==> src/rtl/uart_tx_fifo_if.sv <==
// Producer-side byte handshake into the UART transmit FIFO.
// Latency: none (wires only); a byte transfers on an edge with tx_valid && tx_ready.
// Backpressure: tx_ready low means the queue is full and the producer holds tx_data/tx_valid.
// Signals: tx_data (byte), tx_valid (producer offers a byte), tx_ready (FIFO can take it).
interface uart_tx_fifo_if;
    logic [7:0] tx_data;
    logic       tx_valid;
    logic       tx_ready;

    modport master (output tx_data, output tx_valid, input tx_ready);
    modport slave  (input tx_data, input tx_valid, output tx_ready);
endinterface

==> src/rtl/uart_tx_fifo.sv <==
// UART transmitter with a byte FIFO in front of a START/DATA/PARITY/STOP serializer.
// Latency: the start bit begins two cycles after the write edge; frames follow back-to-back.
// Backpressure: tx_ready is registered and drops when fifo_level reaches FIFO_DEPTH.
// Ports: clk, rst (sync, active-high); tx_if (slave handshake); fifo_level (queued bytes,
//        excluding the frame on the line); busy (frame on the line); serial_tx (idle high).
module uart_tx_fifo #(
    parameter int CLK_FREQ   = 50_000_000,
    parameter int BAUD       = 100000,
    parameter int DATA_BITS  = 8,
    parameter int PARITY     = 0,
    parameter int STOP_BITS  = 1,
    parameter int FIFO_DEPTH = 16
) (
    input  logic                          clk,
    input  logic                          rst,
    uart_tx_fifo_if.slave                 tx_if,
    output logic [$clog2(FIFO_DEPTH):0]   fifo_level,
    output logic                          busy,
    output logic                          serial_tx
);
    localparam int          BAUD_DIV  = CLK_FREQ / BAUD;
    localparam int          AW        = $clog2(FIFO_DEPTH);
    localparam int          LW        = AW + 1;
    localparam logic [15:0] BAUD_LAST = 16'(BAUD_DIV - 1);
    localparam logic [2:0]  DATA_LAST = 3'(DATA_BITS - 1);
    localparam logic [2:0]  STOP_LAST = 3'(STOP_BITS - 1);
    localparam logic [7:0]  DATA_MASK = 8'((1 << DATA_BITS) - 1);

    typedef enum logic [2:0] {
        S_IDLE   = 3'd0,
        S_START  = 3'd1,
        S_DATA   = 3'd2,
        S_PARITY = 3'd3,
        S_STOP   = 3'd4
    } state_t;

    // FIFO storage and bookkeeping
    logic [7:0]    mem_q [FIFO_DEPTH];
    logic [AW-1:0] wr_ptr_q, wr_ptr_d;
    logic [AW-1:0] rd_ptr_q, rd_ptr_d;
    logic [LW-1:0] level_q, level_d;
    logic          ready_q;
    logic          wr_en;
    logic          pop;
    logic [7:0]    head;
    logic          head_par;

    // Serializer
    state_t        state_q, state_d;
    logic [15:0]   baud_q, baud_d;
    logic [2:0]    bit_q, bit_d;
    logic [7:0]    shift_q, shift_d;
    logic          par_q, par_d;
    logic          baud_last;

    assign wr_en     = tx_if.tx_valid && ready_q;
    assign head      = mem_q[rd_ptr_q] & DATA_MASK;
    // Odd parity sets the bit when the data already holds an even number of ones.
    assign head_par  = (PARITY == 1) ? ~(^head) : (^head);
    assign baud_last = (baud_q == BAUD_LAST);

    // ---------------- FIFO next-state ----------------
    always_comb begin
        wr_ptr_d = wr_ptr_q;
        rd_ptr_d = rd_ptr_q;
        level_d  = level_q;
        if (wr_en) begin
            wr_ptr_d = wr_ptr_q + AW'(1);
        end
        if (pop) begin
            rd_ptr_d = rd_ptr_q + AW'(1);
        end
        case ({wr_en, pop})
            2'b10:   level_d = level_q + LW'(1);
            2'b01:   level_d = level_q - LW'(1);
            default: level_d = level_q;
        endcase
    end

    always_ff @(posedge clk) begin
        if (wr_en && !rst) begin
            mem_q[wr_ptr_q] <= tx_if.tx_data;
        end
    end

    // ---------------- Serializer next-state ----------------
    always_comb begin
        state_d = state_q;
        baud_d  = baud_q;
        bit_d   = bit_q;
        shift_d = shift_q;
        par_d   = par_q;
        pop     = 1'b0;

        case (state_q)
            S_IDLE: begin
                baud_d = 16'd0;
                bit_d  = 3'd0;
                if (level_q != '0) begin
                    pop     = 1'b1;
                    shift_d = head;
                    par_d   = head_par;
                    state_d = S_START;
                end
            end
            S_START: begin
                if (baud_last) begin
                    baud_d  = 16'd0;
                    bit_d   = 3'd0;
                    state_d = S_DATA;
                end else begin
                    baud_d = baud_q + 16'd1;
                end
            end
            S_DATA: begin
                if (baud_last) begin
                    baud_d  = 16'd0;
                    shift_d = shift_q >> 1;
                    if (bit_q == DATA_LAST) begin
                        bit_d   = 3'd0;
                        state_d = (PARITY != 0) ? S_PARITY : S_STOP;
                    end else begin
                        bit_d = bit_q + 3'd1;
                    end
                end else begin
                    baud_d = baud_q + 16'd1;
                end
            end
            S_PARITY: begin
                if (baud_last) begin
                    baud_d  = 16'd0;
                    bit_d   = 3'd0;
                    state_d = S_STOP;
                end else begin
                    baud_d = baud_q + 16'd1;
                end
            end
            S_STOP: begin
                if (baud_last) begin
                    baud_d = 16'd0;
                    if (bit_q == STOP_LAST) begin
                        bit_d = 3'd0;
                        // Chain straight into the next frame so there is no idle gap.
                        if (level_q != '0) begin
                            pop     = 1'b1;
                            shift_d = head;
                            par_d   = head_par;
                            state_d = S_START;
                        end else begin
                            state_d = S_IDLE;
                        end
                    end else begin
                        bit_d = bit_q + 3'd1;
                    end
                end else begin
                    baud_d = baud_q + 16'd1;
                end
            end
            default: begin
                state_d = S_IDLE;
                baud_d  = 16'd0;
                bit_d   = 3'd0;
            end
        endcase
    end

    // ---------------- State registers ----------------
    always_ff @(posedge clk) begin
        if (rst) begin
            wr_ptr_q <= '0;
            rd_ptr_q <= '0;
            level_q  <= '0;
            ready_q  <= 1'b1;
            state_q  <= S_IDLE;
            baud_q   <= 16'd0;
            bit_q    <= 3'd0;
            shift_q  <= 8'd0;
            par_q    <= 1'b0;
        end else begin
            wr_ptr_q <= wr_ptr_d;
            rd_ptr_q <= rd_ptr_d;
            level_q  <= level_d;
            ready_q  <= (level_d != LW'(FIFO_DEPTH));
            state_q  <= state_d;
            baud_q   <= baud_d;
            bit_q    <= bit_d;
            shift_q  <= shift_d;
            par_q    <= par_d;
        end
    end

    // ---------------- Outputs ----------------
    always_comb begin
        serial_tx = 1'b1;
        busy      = 1'b1;
        case (state_q)
            S_IDLE:   busy = 1'b0;
            S_START:  serial_tx = 1'b0;
            S_DATA:   serial_tx = shift_q[0];
            S_PARITY: serial_tx = par_q;
            S_STOP:   serial_tx = 1'b1;
            default: begin
                serial_tx = 1'b1;
                busy      = 1'b0;
            end
        endcase
    end

    assign tx_if.tx_ready = ready_q;
    assign fifo_level     = level_q;
endmodule

==> src/flat_wrapper.sv <==
// flat-port wrapper written by rule: the top's interface ports become plain ports
module uart_tx_fifo_flat 
#(
    parameter int CLK_FREQ   = 50_000_000,
    parameter int BAUD       = 100000,
    parameter int DATA_BITS  = 8,
    parameter int PARITY     = 0,
    parameter int STOP_BITS  = 1,
    parameter int FIFO_DEPTH = 16
)
  (clk, rst, fifo_level, busy, serial_tx, tx_if_tx_data, tx_if_tx_valid, tx_if_tx_ready);
  uart_tx_fifo_if tx_if_i ();
  input  logic clk;
  input  logic rst;
  output logic [$clog2(FIFO_DEPTH):0] fifo_level;
  output logic busy;
  output logic serial_tx;
  input wire logic [$bits(tx_if_i.tx_data)-1:0] tx_if_tx_data;
  input wire logic [$bits(tx_if_i.tx_valid)-1:0] tx_if_tx_valid;
  output wire logic [$bits(tx_if_i.tx_ready)-1:0] tx_if_tx_ready;
  assign tx_if_i.tx_data = tx_if_tx_data;
  assign tx_if_i.tx_valid = tx_if_tx_valid;
  assign tx_if_tx_ready = tx_if_i.tx_ready;
  uart_tx_fifo #(.CLK_FREQ(CLK_FREQ), .BAUD(BAUD), .DATA_BITS(DATA_BITS), .PARITY(PARITY), .STOP_BITS(STOP_BITS), .FIFO_DEPTH(FIFO_DEPTH)) u_core (.clk(clk), .rst(rst), .tx_if(tx_if_i), .fifo_level(fifo_level), .busy(busy), .serial_tx(serial_tx));
endmodule
==> config.mk <==
export PLATFORM = sky130hd
export DESIGN_NAME = uart_tx_fifo_flat
export DESIGN_NICKNAME = d
export VERILOG_FILES = /design/src/rtl/uart_tx_fifo_if.sv /design/src/rtl/uart_tx_fifo.sv /design/src/flat_wrapper.sv
export SDC_FILE = /design/constraint.sdc
export NUM_CORES = 1
export LEC_CHECK = 0
export CAP_MARGIN = 25
export CORE_MARGIN = 10
export CORE_UTILIZATION = 25
export CTS_CLUSTER_SIZE = 24
export DETAILED_ROUTE_END_ITERATION = 10
export GPL_ROUTABILITY_DRIVEN = 0
export PLACE_DENSITY_LB_ADDON = 0.15
export SETUP_SLACK_MARGIN = 0.15
export SKIP_CTS_REPAIR_TIMING = 1
export SKIP_LAST_GASP = 1
export SLEW_MARGIN = 5
export SYNTH_ARGS = -nofsm -noshare
export SYNTH_HDL_FRONTEND = slang
export SYNTH_SLANG_ARGS = --single-unit
==> constraint.sdc <==
create_clock -name clk -period 4.66 [get_ports clk]
set_clock_uncertainty 0.1 [all_clocks]
set_input_delay 0.932 -clock clk [delete_from_list [all_inputs] [get_ports clk]]
set_output_delay 0.932 -clock clk [all_outputs]
set_load 0.05 [all_outputs]
Word level (Yosys, flattened, before mapping)
Memories as Yosys holds them, arrays and structs flattened. A register that Yosys moved wholly into a read port is not among the register bits.
Index checks and enable logic that the tools add are counted.
{"block": "totals", "ff_bits": 45, "ramBits": 128, "input_bits": 11, "output_inout_bits": 8, "wordCells": 85, "mem_count": 1}
{"block": "classes", "add_sub_neg": 6, "eq_ne": 17, "muxes": 35, "bitwise": 1, "reduce_logical": 16}
{"memory": "u_core.mem_q", "words": 16, "word_bits": 8, "read_ports": 1, "rd_ports_with_merged_regs": 1, "write_ports": 1, "line": "uart_tx_fifo.sv:38", "source": "logic [7:0] mem_q [FIFO_DEPTH];"}
{"cell": "3-bit 2-to-1 mux", "count": 12}
{"cell": "8-bit 2-to-1 mux", "count": 4}
{"cell": "8-bit case mux with 3 select lines", "count": 1}
{"cell": "16-bit by 1-bit adder with 16-bit output (second input constant)", "count": 1}
{"cell": "16-bit by 9-bit equality test with 1-bit output (second input constant)", "count": 1}
{"cell": "2-bit by 1-bit inequality test with 1-bit output (second input constant)", "count": 8}
{"cell": "3-bit case mux with 5 select lines", "count": 1}
{"cell": "1-bit 2-to-1 mux", "count": 10}
{"cell": "5-bit case mux with 2 select lines", "count": 1}
{"cell": "3-bit case mux with 3 select lines", "count": 1}
{"cell": "4-bit by 1-bit adder with 4-bit output (second input constant)", "count": 2}
{"cell": "4-bit 2-to-1 mux", "count": 2}
{"cell": "8-bit XOR reduction", "count": 1}
{"cell": "7-bit AND reduction", "count": 1}
{"cell": "3-bit by 2-bit equality test with 1-bit output (second input constant)", "count": 2}
{"cell": "3-bit equality test (second input constant)", "count": 2}
{"cell": "3-bit zero test", "count": 2}
{"cell": "3-bit AND reduction", "count": 2}
{"cell": "5-bit by 1-bit adder with 5-bit output (second input constant)", "count": 1}
{"cell": "5-bit inequality test (second input constant)", "count": 1}
{"cell": "5-bit nonzero test", "count": 1}
{"cell": "5-bit by 1-bit subtractor with 5-bit output (second input constant)", "count": 1}
{"cell": "1-bit case mux with 2 select lines", "count": 2}
{"cell": "4-bit AND reduction", "count": 1}
{"cell": "other kinds (13)", "count": 14}

Logic depth before layout (Yosys ltp)
Gate-level depths: netlist (run 1).
{"block": "logic_depth", "depth_word": 8, "ltp_mapped": 15, "depth_no_buf": 14}

Worst setup path after synthesis (run 1)
OpenSTA, ideal clock, no wires.
{"block": "synth_path", "path_type": "register -> register", "start": "register u_core.level_q[1], in the netlist u_core.fifo_level[1]", "end": "register u_core.ready_q, in the netlist u_core.tx_if.tx_ready", "setup_ps": 132, "arrival_ps": 3214, "required_ps": 4428, "path_slack_ps": 1214, "path_stages_with_launch": 14, "path_buffers": 1, "period_less_slack_ps": 3446, "path_cell_list": "dfxtp_1 clkbuf_2 nor3_1 nor3b_1 a2111oi_4 ha_1 xor2_1 ha_1 nand3_1 o21ai_0 a222oi_1 or3_1 a21oi_1 nand4_1"}
{"block": "synth_via", "elab_chain_len": 8, "elab_cells_between_ends": 11, "cone_classes": "add/sub: 2; eq/ne: 3; mux: 5; reduce/logical: 1"}
{"item": "from (decl)", "line": "uart_tx_fifo.sv:41", "source": "logic [LW-1:0] level_q, level_d;"}
{"item": "from (signal assigned)", "line": "uart_tx_fifo.sv:182", "source": "level_q <= level_d;"}
{"item": "5-bit nonzero test", "line": "uart_tx_fifo.sv:99, uart_tx_fifo.sv:144"}
{"item": "1-bit 2-to-1 mux", "line": "uart_tx_fifo.sv:99, uart_tx_fifo.sv:144"}
{"item": "1-bit 2-to-1 mux", "line": "uart_tx_fifo.sv:141", "source": "if (bit_q == STOP_LAST) begin"}
{"item": "1-bit 2-to-1 mux", "line": "uart_tx_fifo.sv:139", "source": "if (baud_last) begin"}
{"item": "1-bit case mux with 2 select lines", "line": "uart_tx_fifo.sv:95", "source": "case (state_q)"}
{"item": "2-bit by 1-bit equality test with 1-bit output / 2-bit equality test (equally long branches)", "line": "uart_tx_fifo.sv:73", "source": "case ({wr_en, pop})"}
{"item": "5-bit case mux with 2 select lines *", "line": "uart_tx_fifo.sv:73"}
{"item": "5-bit inequality test *", "line": "uart_tx_fifo.sv:183", "source": "ready_q <= (level_d != LW'(FIFO_DEPTH));"}
{"item": "to (signal assigned)", "line": "uart_tx_fifo.sv:183"}
{"item": "to (decl)", "line": "uart_tx_fifo.sv:42", "source": "logic ready_q;"}
Every way passes the cells marked *; elsewhere a longest branch is shown, timed or not.
A chain may end at the register's enable or synchronous reset.

Final worst setup path (run 1)
{"block": "layout_path", "start": "register u_core.baud_q[0]", "end": "register u_core.ready_q, in the netlist u_core.tx_if.tx_ready"}
{"block": "layout_via", "elab_chain_len": 6, "elab_cells_between_ends": 7, "cone_classes": "eq/ne: 4; mux: 3"}
{"item": "from (decl)", "line": "uart_tx_fifo.sv:50", "source": "logic [15:0] baud_q, baud_d;"}
{"item": "from (signal assigned)", "line": "uart_tx_fifo.sv:185", "source": "baud_q <= baud_d;"}
{"item": "16-bit by 9-bit equality test with 1-bit output *", "line": "uart_tx_fifo.sv:60", "source": "assign baud_last = (baud_q == BAUD_LAST);"}
{"item": "1-bit 2-to-1 mux *", "line": "uart_tx_fifo.sv:139"}
{"item": "1-bit case mux with 2 select lines *", "line": "uart_tx_fifo.sv:95"}
{"item": "2-bit by 1-bit equality test with 1-bit output / 2-bit equality test (equally long branches)", "line": "uart_tx_fifo.sv:73"}
{"item": "5-bit case mux with 2 select lines *", "line": "uart_tx_fifo.sv:73"}
{"item": "5-bit inequality test *", "line": "uart_tx_fifo.sv:183"}
Marks and branches as above.

==> PnR_summary.wiki, run 1 <==
{| class="wikitable"
! Metric !! Value
|-
| Number of synthesized register bits || 177
|-
| Number of placed instances, taps included || ~880
|-
| Top-level I/O count || 19
|-
| Asr flop ratio synth || 0
|-
| Count of inserted antenna diode cells || 0
|-
| Worst min-delay path startpoint || u_core.shift_q[7]$_SDFFE_PP0P_
|-
| NumNets Final || 540
|-
| Kind of critical path || flip-flop to flip-flop
|-
| Maximum clock path buffer count || 2
|-
| Detailed-router iteration count before antenna repair || 4
|-
| Number of enable flip-flop cells after synthesis || about 130
|-
| Synth Instances || 492
|-
| Peak Freq || about 270 MHz
|-
| Worst-case headroom to the max-slew limit || 0.350
|-
| Relative area change from synthesis to final layout || 16.8%
|-
| Vias after detailed routing || approximately 4000
|-
| Unrepaired setup endpoints after global routing || no
|-
| Worst-path maximum fanout || 9
|-
| Total power divided by cell area || about 540 nW/um^2
|-
| Number of antenna violations at the first check in global routing || 0
|-
| Class of the tightest hold or removal check || flip-flop to flip-flop
|-
| Pin slew with the least headroom to its limit || just under 1 ns
|-
| Data arrival time of the worst path || 3.85 ns
|-
| Most instantiated cells after synthesis || edfxtp_1 (128), nor2_1 (68), dfxtp_1 (49)
|-
| WP data required || between 4 and 5 ns
|-
| WHS || around 0.35 ns
|-
| Height of the die || around 190 um
|-
| Pins over their slew limit || 0
|-
| Fin crit period || 3.65 ns
|-
| First-pass GRT wire length || 25000 um
|-
| Width of the chip || ~190 um
|-
| Max VDD drop || approximately 230 uV
|-
| Routed WL per cell || 17.5 um
|-
| Pwr Total || about 4.6 mW
|-
| Leakage || roughly 2.7 nW
|-
| # rows || 62
|-
| Filler-free cell count of the finished design || 914
|-
| Final cycle utilization of the critical path || 0.784
|-
| Hold Crit Endpoint || u_core.shift_q[7]$_SDFFE_PP0P_
|-
| Total Die Area || 36500 um^2
|-
| Post-synth net total || slightly above 500
|-
| Top cell type by total area after synthesis || edfxtp_1
|-
| Number of I/O port buffers || 18
|-
| R2R cell count || 15
|-
| Cell area after synthesis || 7330 um^2
|-
| Number of max-cap violations || 0
|-
| Total CTS buffers || 17
|-
| Overall overflow remaining after global route || 0
|-
| TritonCTS clock tree || yes
|-
| Dominant cells by area after synthesis || edfxtp_1 (52%), dfxtp_1 (13%), mux4_2 (9.5%)
|-
| Number of H-tree levels || 4
|-
| Synth top area share || 0.525
|-
| Iteration-0 DRC Markers || slightly above 300
|-
| Reg-to-reg startpoint || u_core.baud_q[0]$_SDFF_PP0_
|-
| Dominant cell by count in the synthesized netlist || edfxtp_1
|-
| Count of different cell masters after synthesis || 51
|-
| Status || finished, final reports clean
|-
| Clock insertion delay at the later pin of the skew report || between 0.4 and 0.5 ns
|-
| Hold Fails Final Rpt || 0
|-
| Worst Setup End Kind || flip-flop
|-
| Reg-to-Reg End || u_core.tx_if.tx_ready$_SDFF_PP1_
|-
| Area of the core || around 29000 um^2
|-
| Number of global-route vias before repair || between 4000 and 5000
|-
| Internal reg-to-reg setup slack || 1.01 ns
|-
| Final routed DRC violation total || 0
|-
| Critical path launch point type || flip-flop
|-
| Hold path cells || 2
|-
| Total wire length after detailed routing || 16000 um
|-
| Final number of setup-violating endpoints || 0
|-
| Util after Layout || 0.297
|-
| Overall Global Routing Usage || 0.0915
|-
| Setup_tns || 0 ns
|-
| Remaining number of nets flagged by the antenna check after routing || 0
|-
| Effective utilization at floorplan || 0.255
|-
| Detailed-placement wirelength estimate || 10200 um
|-
| Largest net degree at the start of global routing || 33
|-
| Most used flip-flop cell after synthesis || edfxtp_1
|-
| Proportion of layout cells with a drive suffix above 1 || 0.168
|-
| Synthesized area per cell || 14.9 um^2
|-
| Clock root cell || clkbuf_16
|-
| Vias per Instance || about 4.4
|-
| Post-synthesis sequential area ratio || 0.659
|-
| Sinks on the clock net || around 180
|-
| Synth warnings || 0
|-
| Clock-pin slew of the registers on the worst-case setup and hold paths || 0.07 ns
|}
-- area by class of cell --
type | count | area (um^2)
Clock buffer | 17 | 425
Inverter | 9 | 33.8
Clock inverter | 15 | 190
Fill cell | 2839 | 20200
Multi-Input combinational cell | 283 | 2340
Timing Repair Buffer | 29 | 263
Tap cell | 384 | 480
Sequential cell | 177 | 4830
-- metal layers --
metal	global-route usage	share of wire	routed length, um	vias to the layer above
met5	0	0	0	-
met4	0.0294	0.012	195	0
met3	0.0202	0.040	636	9
met2	0.151	0.50	7960	53
met1	0.116	0.45	7170	2052
li1	-	-	-	1900
-- metrics by stage --
step           instance area [um^2]  setup slack (ns)
5_1_grt                        8550             0.643
2_1_floorplan                  7330              1.21
3_5_place_dp                   7920              1.02
3_3_place_gp                   7910              1.13
4_1_cts                        8530              1.00
6_report                       8550              1.01
-- registers in the layout, indices dropped and copies added, names as in the netlist, named ones only --
name	count
u_core.shift_q	8
u_core.baud_q	16
u_core.bit_q	3
u_core.state_q	3
u_core.rd_ptr_q	4
u_core.wr_ptr_q	4
u_core.fifo_level	5
u_core.mem_q	128
u_core.par_q	1
u_core.tx_if.tx_ready	1
-- logic make-up after synthesis --
family          share of synthesized area
flops                               0.659
compound gates                     0.0494
simple gates                       0.0915
buf+inv                            0.0225
mux                                 0.120
fa+ha+maj                          0.0205
xor+xnor                           0.0371
-- critical path, cell delays in order, from the launching register on --
cell	delay [ns]
dfxtp_1	0.37
ha_1	0.24
nand4_1	0.12
and4b_1	0.48
nand2_4	0.11
a2111oi_4	0.35
buf_4	0.23
ha_1	0.25
xor2_1	0.17
ha_1	0.21
nand3_1	0.08
o21ai_0	0.09
a222oi_1	0.09
or3_1	0.32
a21oi_1	0.19
nand4_1	0.10
-- layout by cell type, fill, tap and decap left out, drive strengths merged, types with 2 or more instances in the layout --
| master | netlist | layout |
|---|---|---|
| or3 | 5 | 5 |
| nor2 | 68 | 68 |
| and2 | 3 | 3 |
| or2 | 3 | 3 |
| nand2 | 27 | 27 |
| nor3 | 4 | 4 |
| clkbuf | 9 | 17 |
| a22oi | 16 | 16 |
| inv | 9 | 17 |
| or3b | 2 | 2 |
| a211oi | 3 | 3 |
| nand3 | 7 | 7 |
| nand2b | 4 | 4 |
| o22ai | 2 | 2 |
| a31oi | 2 | 2 |
| xnor2 | 17 | 17 |
| nor2b | 2 | 2 |
| buf | 14 | 11 |
| nand4 | 6 | 6 |
| clkdlybuf4s50 | 0 | 18 |
| ha | 12 | 12 |
| clkinv | 0 | 3 |
| bufinv | 0 | 2 |
| mux2 | 6 | 6 |
| and3b | 2 | 2 |
| mux4 | 32 | 32 |
| a21oi | 13 | 13 |
| dfxtp | 49 | 49 |
| xor2 | 14 | 14 |
| o21ai | 8 | 8 |
| edfxtp | 128 | 128 |
| mux2i | 9 | 9 |
| a222oi | 2 | 2 |
| clkinvlp | 0 | 2 |
-- worst max path at each step --
| stage | to | cells past startpoint | slack (ns) | startpoint |
|---|---|---|---|---|
| after floorplan | u_core.tx_if.tx_ready$_SDFF_PP1_ | 13 | 1.21 | u_core.fifo_level[1]$_SDFF_PP0_ |
| after global placement | u_core.tx_if.tx_ready$_SDFF_PP1_ | 15 | 1.13 | u_core.baud_q[0]$_SDFF_PP0_ |
| after detailed placement | u_core.tx_if.tx_ready$_SDFF_PP1_ | 15 | 1.02 | u_core.baud_q[0]$_SDFF_PP0_ |
| after CTS | u_core.tx_if.tx_ready$_SDFF_PP1_ | 15 | 1.00 | u_core.baud_q[0]$_SDFF_PP0_ |
| after global routing | u_core.tx_if.tx_ready$_SDFF_PP1_ | 15 | 0.64 | u_core.baud_q[0]$_SDFF_PP0_ |
| final | u_core.tx_if.tx_ready$_SDFF_PP1_ | 15 | 1.01 | u_core.baud_q[0]$_SDFF_PP0_ |
-- where the power goes --
group	leakage, nW	internal [mW]	switching, mW
Sequential	1.55	1.79	0.0877
Clock	0.298	0.820	0.660
Combinational	0.889	0.560	0.729
No activity file was read; power rests on OpenSTA's default activity.
==> run 2: changes to the inputs <==
Clock period 4.66 ns to 3.3 ns, I/O delays scaled along.
==> PnR_summary.wiki, run 2 (synthesis gave the netlist of run 1 again) <==
{| class="wikitable"
! Metric !! Value
|-
| Relative area change from synthesis to final layout || 18.6%
|-
| Maximum clock path buffer count || 2
|-
| Setup_tns || 0 ns
|-
| Pin slew with the least headroom to its limit || 0.739 ns
|-
| Number of placed instances, taps included || between 800 and 900
|-
| Worst-path maximum fanout || 4
|-
| Detailed-router iteration count before antenna repair || 4
|-
| First-pass GRT wire length || 24200 um
|-
| Most flops, register || u_core.mem_q
|-
| Width of the chip || roughly 190 um
|-
| Total Die Area || between 30000 and 40000 um^2
|-
| Overall overflow remaining after global route || 0
|-
| Worst-case headroom to the max-slew limit || 0.506
|-
| Fin crit period || about 3.1 ns
|-
| WP data required || approximately 3.5 ns
|-
| Hold Crit Endpoint || u_core.shift_q[7]$_SDFFE_PP0P_
|-
| Remaining number of nets flagged by the antenna check after routing || 0
|-
| R2R cell count || 14
|-
| Worst min-delay path startpoint || u_core.shift_q[7]$_SDFFE_PP0P_
|-
| Unrepaired setup endpoints after global routing || yes
|-
| Critical path launch point type || flip-flop
|-
| Sinks on the clock net || ~180
|-
| Number of H-tree levels || 4
|-
| Hold path cells || 2
|-
| Status || finished, final reports clean
|-
| Height of the die || between 150 and 200 um
|-
| Largest registers || u_core.mem_q x128, u_core.baud_q x16, u_core.shift_q x8
|-
| Count of inserted antenna diode cells || 0
|-
| Routed WL per cell || 16.5 um
|-
| Worst Setup End Kind || flip-flop
|-
| Total power divided by cell area || about 740 nW/um^2
|-
| Number of antenna violations at the first check in global routing || 0
|-
| NumNets Final || about 550
|-
| Reg-to-Reg End || u_core.tx_if.tx_ready$_SDFF_PP1_
|-
| Peak Freq || around 320 MHz
|-
| Total CTS buffers || 17
|-
| Total wire length after detailed routing || 15300 um
|-
| Final number of setup-violating endpoints || 0
|-
| Internal reg-to-reg setup slack || 0.17 ns
|-
| Vias per Instance || roughly 4.4
|-
| Delay of the slowest cell on the worst path || 0.39 ns
|-
| Leakage || between 2 and 3 nW
|-
| Hold Fails Final Rpt || 0
|-
| Top-level I/O count || 19
|-
| Number of I/O port buffers || 18
|-
| Data arrival time of the worst path || between 3 and 4 ns
|-
| Final cycle utilization of the critical path || 0.949
|-
| Commonest cells after routing, fill and taps aside || edfxtp_1 (128), nor2_1 (68), dfxtp_1 (43)
|-
| Largest net degree at the start of global routing || 33
|-
| Effective utilization at floorplan || 0.255
|-
| Max VDD drop || between 300 and 400 uV
|-
| Class of the tightest hold or removal check || flip-flop to flip-flop
|-
| Kind of critical path || flip-flop to flip-flop
|-
| Number of buffer and inverter instances along the worst setup path || 0
|-
| Clock root cell || clkbuf_16
|-
| Clock-pin slew of the registers on the worst-case setup and hold paths || about 0.070 ns
|-
| Flip-flop count of the largest register after layout || about 130
|-
| Proportion of layout cells with a drive suffix above 1 || 0.206
|-
| Vias after detailed routing || 4046
|-
| Clock insertion delay at the later pin of the skew report || around 0.43 ns
|-
| Area of the core || about 29000 um^2
|-
| Overall Global Routing Usage || 0.0872
|-
| Number of max-cap violations || 0
|-
| Filler-free cell count of the finished design || roughly 900
|-
| # rows || 62
|-
| Slowest cell on crit path || or3_1
|-
| Detailed-placement wirelength estimate || approximately 10000 um
|-
| Iteration-0 DRC Markers || ~220
|-
| Final routed DRC violation total || 0
|-
| Leading cell type in the layout, fill and taps excluded || edfxtp_1
|-
| Kind of cell adding the most delay to the critical path || simple AND/OR/NAND/NOR gates
|-
| Pins over their slew limit || 0
|-
| TritonCTS clock tree || yes
|-
| Critical Path, Cell by Cell || ha_4 > nand4_1 > and4b_2 > nand2_4 > a2111oi_4 > ha_2 > xor2_2 > ha_2 > nand3_1 > o21ai_1 > a222oi_1 > or3_1 > a21oi_2 > nand4_1
|-
| Reg-to-reg startpoint || u_core.baud_q[0]$_SDFF_PP0_
|-
| Number of global-route vias before repair || roughly 4200
|}
run 2: changes by cell type in the layout (fill, tap and decap cells not counted), sizes merged:
cell      before  now
clkinv         3    6
bufinv         2    1
buf           11   24
inv           17   14
clkinvlp       2    3
run 2: how the worst max path moves through the flow:
stage	slack, ns	cells past startpoint	startpoint	endpoint
floorplan	0.04	15	u_core.baud_q[0]$_SDFF_PP0_	u_core.tx_if.tx_ready$_SDFF_PP1_
global placement	0.23	14	u_core.baud_q[0]$_SDFF_PP0_	u_core.tx_if.tx_ready$_SDFF_PP1_
detailed placement	0.12	14	u_core.baud_q[0]$_SDFF_PP0_	u_core.tx_if.tx_ready$_SDFF_PP1_
CTS	0.12	14	u_core.baud_q[0]$_SDFF_PP0_	u_core.tx_if.tx_ready$_SDFF_PP1_
global route	0.01	14	u_core.baud_q[0]$_SDFF_PP0_	u_core.tx_if.tx_ready$_SDFF_PP1_
finish	0.17	14	u_core.baud_q[0]$_SDFF_PP0_	u_core.tx_if.tx_ready$_SDFF_PP1_
run 2: area by class of cell:
| class | count | area (um^2) |
|---|---|---|
| multi-input cells | 283 | 2370 |
| repair buffers | 42 | 385 |
| clock buffers | 17 | 425 |
| well taps | 384 | 480 |
| clock inverters | 15 | 155 |
| fillers | 2801 | 20100 |
| flip-flops and latches | 177 | 4830 |
| inverters | 9 | 33.8 |
run 2: stage by stage:
stage / power, mW / util / cell area, um^2 / hold WS (ns) / worst slack (ns)
after floorplan: 4.07 / - / 7360 / 0.328 / 0.0354
after global placement: 4.53 / 0.281 / 8080 / 0.343 / 0.225
after detailed placement: 4.54 / 0.281 / 8080 / 0.348 / 0.124
after CTS: 6.53 / 0.301 / 8660 / 0.358 / 0.117
after global routing: 6.80 / 0.302 / 8690 / 0.389 / 0.0109
final: 6.44 / 0.302 / 8690 / 0.353 / 0.167
run 2: tightest hold or removal path, delay by kind of cell, from the launching register on:
kind | cells | cell delay (ns)
and+or+nand+nor | 1 | 0.05
AOI/OAI and AO/OA | 1 | 0.05
DFF | 1 | 0.31
run 2: metal layers:
metal | routed length (um) | track usage | vias to the layer above
met1 | 6860 | 0.107 | 2052
met4 | 246 | 0.0325 | 0
met5 | 0 | 0 | -
met3 | 435 | 0.0171 | 14
met2 | 7770 | 0.148 | 55
li1 | - | - | 1925
run 2: report_power, final:
part           internal, mW  total [mW]  switching (mW)
clock                  1.06        1.96           0.898
sequential             2.53        2.66           0.128
combinational         0.831        1.83           0.995
